`src/rtl/logic_pkg.sv`:
```
// logic_pkg: shared states, default constants and frame sizing for the logic-result transmitter
package logic_pkg;
  typedef enum logic [2:0] {ST_IDLE, ST_SYNC, ST_PAYLOAD, ST_PARITY, ST_DONE} state_t;
  localparam int LOGIC_W = 4;
  localparam int LOGIC_SYNC_W = 8;
  localparam logic [7:0] LOGIC_SYNC = 8'hA5;
  function automatic int frame_len(input int w, input int sync_w);
    return sync_w + 5 * w + 1;
  endfunction
endpackage

```
`src/rtl/piso_shift.sv`:
```
// piso_shift: parallel-load register that shifts out MSB-first on enable
module piso_shift #(
  parameter int N = 20
) (
  input  logic         clk,
  input  logic         rst,
  input  logic         load,
  input  logic         shift,
  input  logic [N-1:0] d,
  output logic         q
);
  logic [N-1:0] r;
  always_ff @(posedge clk or posedge rst)
    if (rst) r <= '0;
    else if (load) r <= d;
    else if (shift) r <= {r[N-2:0], 1'b0};
  assign q = r[N-1];
endmodule

```
`src/rtl/logic_result_tx.sv`:
```
// logic_result_tx: frames captured AND/OR/XOR/NOT results as SYNC + payload + even parity on a valid/ready bit stream
module logic_result_tx
  import logic_pkg::*;
#(
  parameter int W = LOGIC_W,
  parameter int SYNC_W = LOGIC_SYNC_W,
  parameter logic [SYNC_W-1:0] SYNC = SYNC_W'(LOGIC_SYNC)
) (
  input  logic         clk,
  input  logic         rst,
  input  logic         start,
  input  logic [W-1:0] a_in,
  input  logic [W-1:0] o_in,
  input  logic [W-1:0] ex_in,
  input  logic [2*W-1:0] n_in,
  input  logic         ser_ready,
  output logic         ser_valid,
  output logic         ser_data,
  output logic         ser_last,
  output logic         busy,
  output logic         done
);
  localparam int PW = 5 * W;
  localparam int CW = $clog2(SYNC_W > PW ? SYNC_W : PW);
  localparam int SI = SYNC_W > 1 ? $clog2(SYNC_W) : 1;
  state_t state, state_n;
  logic [CW-1:0] cnt, cnt_n;
  logic par, pay_bit, fire, cap;
  assign cap  = state == ST_IDLE && start;
  assign fire = ser_valid && ser_ready;
  always_ff @(posedge clk or posedge rst)
    if (rst) begin
      state <= ST_IDLE;
      cnt   <= '0;
      par   <= 1'b0;
    end else begin
      state <= state_n;
      cnt   <= cnt_n;
      if (cap) par <= ^{a_in, o_in, ex_in, n_in};
    end
  piso_shift #(.N(PW)) u_piso (
    .clk  (clk),
    .rst  (rst),
    .load (cap),
    .shift(state == ST_PAYLOAD && fire),
    .d    ({a_in, o_in, ex_in, n_in}),
    .q    (pay_bit)
  );
  // every move out of SYNC/PAYLOAD is gated by a terminal count, so cnt never wraps
  always_comb begin
    state_n = state;
    cnt_n   = cnt;
    case (state)
      ST_IDLE: if (start) begin
        state_n = ST_SYNC;
        cnt_n   = CW'(SYNC_W - 1);
      end
      ST_SYNC: if (fire) begin
        state_n = cnt == '0 ? ST_PAYLOAD : ST_SYNC;
        cnt_n   = cnt == '0 ? CW'(PW - 1) : cnt - CW'(1);
      end
      ST_PAYLOAD: if (fire) begin
        state_n = cnt == '0 ? ST_PARITY : ST_PAYLOAD;
        cnt_n   = cnt == '0 ? '0 : cnt - CW'(1);
      end
      ST_PARITY: if (fire) state_n = ST_DONE;
      default: state_n = ST_IDLE;
    endcase
  end
  assign ser_valid = state == ST_SYNC || state == ST_PAYLOAD || state == ST_PARITY;
  assign ser_last  = state == ST_PARITY;
  assign busy      = state != ST_IDLE;
  assign done      = state == ST_DONE;
  assign ser_data  = state == ST_SYNC    ? SYNC[cnt[SI-1:0]] :
                     state == ST_PAYLOAD ? pay_bit :
                     state == ST_PARITY  && par;
endmodule

```
`config.mk`:
```
export PLATFORM = sky130hd
export DESIGN_NAME = logic_result_tx
export DESIGN_NICKNAME = d
export VERILOG_FILES = /design/src/rtl/logic_pkg.sv /design/src/rtl/piso_shift.sv /design/src/rtl/logic_result_tx.sv
export SDC_FILE = /design/constraint.sdc
export NUM_CORES = 1
export LEC_CHECK = 0
export CORE_ASPECT_RATIO = 0.8
export CORE_MARGIN = 10
export CORE_UTILIZATION = 52
export CTS_CLUSTER_SIZE = 25
export DETAILED_ROUTE_END_ITERATION = 8
export PLACE_DENSITY = 0.89
export SLEW_MARGIN = 10
export SYNTH_ARGS = -nofsm -noshare
export SYNTH_HDL_FRONTEND = slang
export SYNTH_SLANG_ARGS = --single-unit
```
`constraint.sdc`:
```
create_clock -name clk -period 2.2 [get_ports clk]
set_clock_uncertainty 0.1 [all_clocks]
set_input_delay 0.44 -clock clk [delete_from_list [all_inputs] [get_ports clk]]
set_output_delay 0.44 -clock clk [all_outputs]
set_load 0.05 [all_outputs]
```
== Yosys cells after proc, flatten, opt, wreduce, memory -nomap -nowiden ==
Memories as Yosys holds them, arrays and structs flattened.
Cells that the tools add are included.
Word-level totals
  flip-flop bits (word level): 29
  ROM bits: 8
  input port bits: 24
  word-level logic and storage cells: 47
  memories: 1
Memories
  (name not given): depth 8, bits a word 1, read ports 1, clocked after Yosys merged registers in 0, wr ports 0, line logic_result_tx.sv:74  | assign ser_data = state == ST_SYNC ? SYNC[cnt[SI-1:0]] :
Operators by class
  $add $sub $neg: 1
  $lt $le $gt $ge: 1
  equal/unequal tests: 8
  muxes and demuxes: 18
  reduce and logical (&&, ||, !) cells: 14
Operator list (number)
  20-bit 2-to-1 mux: 2
  5-bit 2-to-1 mux: 5
  20-bit parity: 1
  5-bit case mux with 3 select lines: 1
  3-bit 2-to-1 mux: 4
  3-bit case mux with 4 select lines: 1
  4-bit AND reduction: 2
  3-bit by 2-bit == test with 1-bit output (second input constant): 2
  2-bit inequality test (second input constant): 3
  3-bit nonzero test: 2
  5-bit zero test: 1
  5-bit by 1-bit subtractor with 5-bit output (second input constant): 1
  1-bit logical AND: 4
  3-bit by 4-bit < comparator with 1-bit output (second input constant): 1
  1-bit 2-to-1 mux: 4
  3-bit by 1-bit == test with 1-bit output (second input constant): 1
  3-bit == test (second input constant): 1
  3-bit zero test: 1
  1-bit logical OR: 2
  2-bit 2-to-1 mux: 1
  2-bit by 1-bit inequality test with 1-bit output (second input constant): 1
  2-bit nonzero test: 1

== Logic depth before layout (Yosys ltp) ==
  word-level depth: 7
  depth in mapped cells: 8

== Hierarchy ==
From an unflattened synthesis, not the netlist that was laid out.
Unflattened totals
  cells, all modules: 182
  area total of the unflattened synthesis: 1727.9 µm²
Modules (own cells, without submodules)
  piso_shift: instances 1, cells each 87, area an instance 927.1 µm², sequential area each 500.5 µm²
  logic_result_tx: instances 1, cells each 95, area an instance 800.8 µm², sequential area each 225.2 µm²

== Worst setup path after synthesis ==
OpenSTA, ideal clock, no wires.
  kind: register to output
  start: reg state[2]
  end: out ser_valid
  data arrival time: 1.789 ns
  required time: 1.660 ns
  slack: -0.129 ns
  cell stages (with the launch flop): 4
  buffers on the path: 1
  path through: dfrtp_1 -> buf_2 -> nand2b_1 -> o21ai_0
Between the ends
  word-level cells in the longest chain between the ends: 3
Ends and longest elaborated chain
  from (decl): line logic_result_tx.sv:26  | state_t state, state_n;
  from (signal assigned): line logic_result_tx.sv:37  | state <= state_n;
  3-bit by 1-bit == test with 1-bit output / 3-bit by 2-bit == test with 1-bit output (equally long branches): line logic_result_tx.sv:70  | assign ser_valid = state == ST_SYNC || state == ST_PAYLOAD || state == ST_PARITY;
  1-bit logical OR: line logic_result_tx.sv:70
  1-bit logical OR (*): line logic_result_tx.sv:70
  to (decl): line logic_result_tx.sv:17  | output logic ser_valid,
Mark *: on every way between the ends. The rest lies on a longest branch, timed or not.

== Worst setup path after layout ==
  start: reg state[0]
  end: out ser_valid
The elaborated chain is that of the path after synthesis.

==> qor.csv <==
stage,metric,value,unit
cells_and_area,register area,726,sq um
power_and_ir_drop,Peak VDD IR,0.000527,V
sta,setup TNS,0,ps
cells_and_area,multi-input logic area,900,sq um
global_routing,pin count of the biggest net entering global routing,43,
drt,via count,1329,
floorplan,core box area,0.00311,sq mm
clock_network,clock sink count,29,
cells_and_area,Final Non-Filler Cells,246,
floorplan,Ports,29,
cells_and_area,ant diodes,0,
drt,router iterations before antenna repair,4,
cells_and_area,area grow syn2layout,27.6,%
power_and_ir_drop,LEAKAGE,0.845,nW
yosys,Mapped Nets,200,
placement,Port-buffer cells,28,
cells_and_area,share of cells above drive strength 1,12.1,%
drt,antenna-violating nets left,0,
yosys,Netlist Area Pre-Place,0.00169,sq mm
cells_and_area,"commonest non-fill, non-tap cell in the layout",dfrtp_1,
clock_network,CTS root buffer,clkbuf_8,
clock_network,post-cts sizing count,0,
global_routing,total grt overflow,0,
drt,Residual DRC,0,
clock_network,CTS tree,built,
cells_and_area,most frequent cells in the layout,"dfrtp_1, nand2_1, clkdlybuf4s50_1",
yosys,Yosys warnings,0,
sta,final hold violation count,0,
placement,placed instance area,0.00207,sq mm
placement,cell count after placement,238,
yosys,Post-synth ARST share,100,%
global_routing,first-pass GRT wire length,6010,microns
yosys,register area share after synthesis,42.9,%
drt,drt via density,5.40,
run_status,status,"complete, no violations",
sta,Fmax,489,MHz
setup_path,CP Class,reg -> out,
floorplan,Starting Density,54.4,%
yosys,Yosys cell types,38,
placement,detailed-placement wirelength estimate,2630,microns
clock_network,htree depth,2,
drt,final WL,3560,microns
cells_and_area,number of fill cells,239,
setup_path,CP endpoint kind,primary output,
clock_network,Clock Latency Late Sink,270,ps
drt,Starting DRT DRC Count,107,
sta,crit share post-route,93.0,%
clock_network,CTS clock-pin slew for the worst setup and hold paths,60,ps
hold_path,Hold Crit Class,reg -> reg,
cells_and_area,Layout Nets,230,
setup_path,Worst Path Required,1660,ps
sta,RSZ-0062 raised after global routing,false,
power_and_ir_drop,Cell Pwr Density,1000,mW/mm^2
clock_network,CTS Hold Bufs,0,
placement,routability cong.,0.829,
floorplan,Die X,83.8,microns
setup_path,crit-path max FO,6,
cells_and_area,Final Instance Area,0.00216,sq mm
setup_path,CP startpoint kind,register,
global_routing,total track usage,12.1,%
floorplan,Die Y-Extent,71.0,microns
sta,Final min period,2050,ps
yosys,syn_area_per_cell,9.67,sq um
clock_network,cts bufs inserted,5,
sta,Slew HR,70.5,%
sta,pins over their slew limit,0,
sta,Final setup viols,0,
yosys,Post-synth EDFFs,0,
sta,Worst Max-Slew Pin Slew,442,ps
global_routing,vias in the first global route,1289,
floorplan,Die Area,0.00595,sq mm
yosys,number of synthesized register bits,29,
clock_network,# Post-CTS Setup Buffers,0,
yosys,Synth Flop Type,dfrtp_1,
flow_run,max cap viols,0,
clock_network,Clock Path Buffers,2,
yosys,Post-Synthesis Cells,175,
setup_path,WP data arrival,1510,ps
global_routing,initial antenna violation count,0,
drt,Wirelength per Cell,14.5,microns
floorplan,placement row count,18,
==> worst paths after layout <==
| check | cells after the start | to | slack, ps | startpoint |
|---|---|---|---|---|
| min in group asynchronous | 3 | cnt[0]$_DFFE_PP0P_ | 440 | rst |
| max reg2reg | 6 | cnt[0]$_DFFE_PP0P_ | 320 | cnt[0]$_DFFE_PP0P_ |
| max | 4 | ser_valid | 150 | state[0]$_DFFE_PP0P_ |
| max in group asynchronous | 3 | u_piso.r[12]$_DFFE_PP0P_ | 1290 | rst |
| min | 1 | u_piso.r[0]$_DFFE_PP0P_ | 410 | u_piso.r[0]$_DFFE_PP0P_ |
| min reg2reg | 1 | u_piso.r[0]$_DFFE_PP0P_ | 410 | u_piso.r[0]$_DFFE_PP0P_ |
==> metrics by stage <==
step / utilization [%] / worst slack (ps) / hold WS [ps] / total power, mW
6_report: 69.4 / 154 / 408 / 2.16
5_1_grt: 69.4 / 58.8 / 426 / 2.31
4_1_cts: 69.3 / 13.0 / 406 / 2.17
3_5_place_dp: 66.7 / 67.2 / 389 / 1.75
3_3_place_gp: 66.7 / 111 / 387 / 1.72
2_1_floorplan: - / 239 / 366 / 1.45
==> critical path: stages, from the launching register on <==
cell	delay, ps
dfrtp_1	430
nor2b_2	200
o21bai_2	250
o21ai_1	160
buf_12	180
==> synthesized netlist by cell type (4+ instances only) <==
cell | n | area share (%)
o21ai_1 | 5 | 1.5
nand2_1 | 23 | 5.1
nor2_1 | 9 | 2.0
inv_1 | 6 | 1.3
clkbuf_1 | 4 | 0.89
mux2i_1 | 21 | 12
buf_4 | 4 | 1.8
dfrtp_1 | 29 | 43
xnor2_1 | 17 | 8.8
a21oi_1 | 5 | 1.5
o21ai_0 | 19 | 5.6
==> flip-flops by register name, indices dropped and copies added, names as in the netlist <==
| signal | flops |
|---|---|
| cnt | 5 |
| state | 3 |
| par | 1 |
| u_piso.r | 20 |
==> area by class of cell <==
class / instances / share of cell area, %
Multi-Input combinational cell: 130 / 41.7
Sequential cell: 29 / 33.6
Timing Repair Buffer: 33 / 17.6
Clock buffer: 8 / 3.71
Tap cell: 40 / 2.32
Inverter: 6 / 1.04
==> per-layer routing <==
metal	GRT usage [%]	wire length [microns]	up-vias
met2	19.3	1720	30
met5	0	0	-
li1	-	-	661
met3	4.35	160	4
met1	14.6	1630	634
met4	5.19	50	0
==> where the power goes <==
group          internal [mW]  switching (mW)
Combinational          0.423           0.411
Sequential             0.758           0.153
Clock                  0.224           0.192
==> cells by family after synthesis <==
| logic type | after synthesis | synth area share [%] |
|---|---|---|
| flops | 29 | 42.9 |
| compound gates | 40 | 14.1 |
| simple gates | 48 | 13.5 |
| mux | 22 | 13.1 |
| buf+inv | 16 | 4.96 |
| xor+xnor | 19 | 10.7 |
| fa+ha+maj | 1 | 0.740 |
Power figures use the tool's default switching activity.
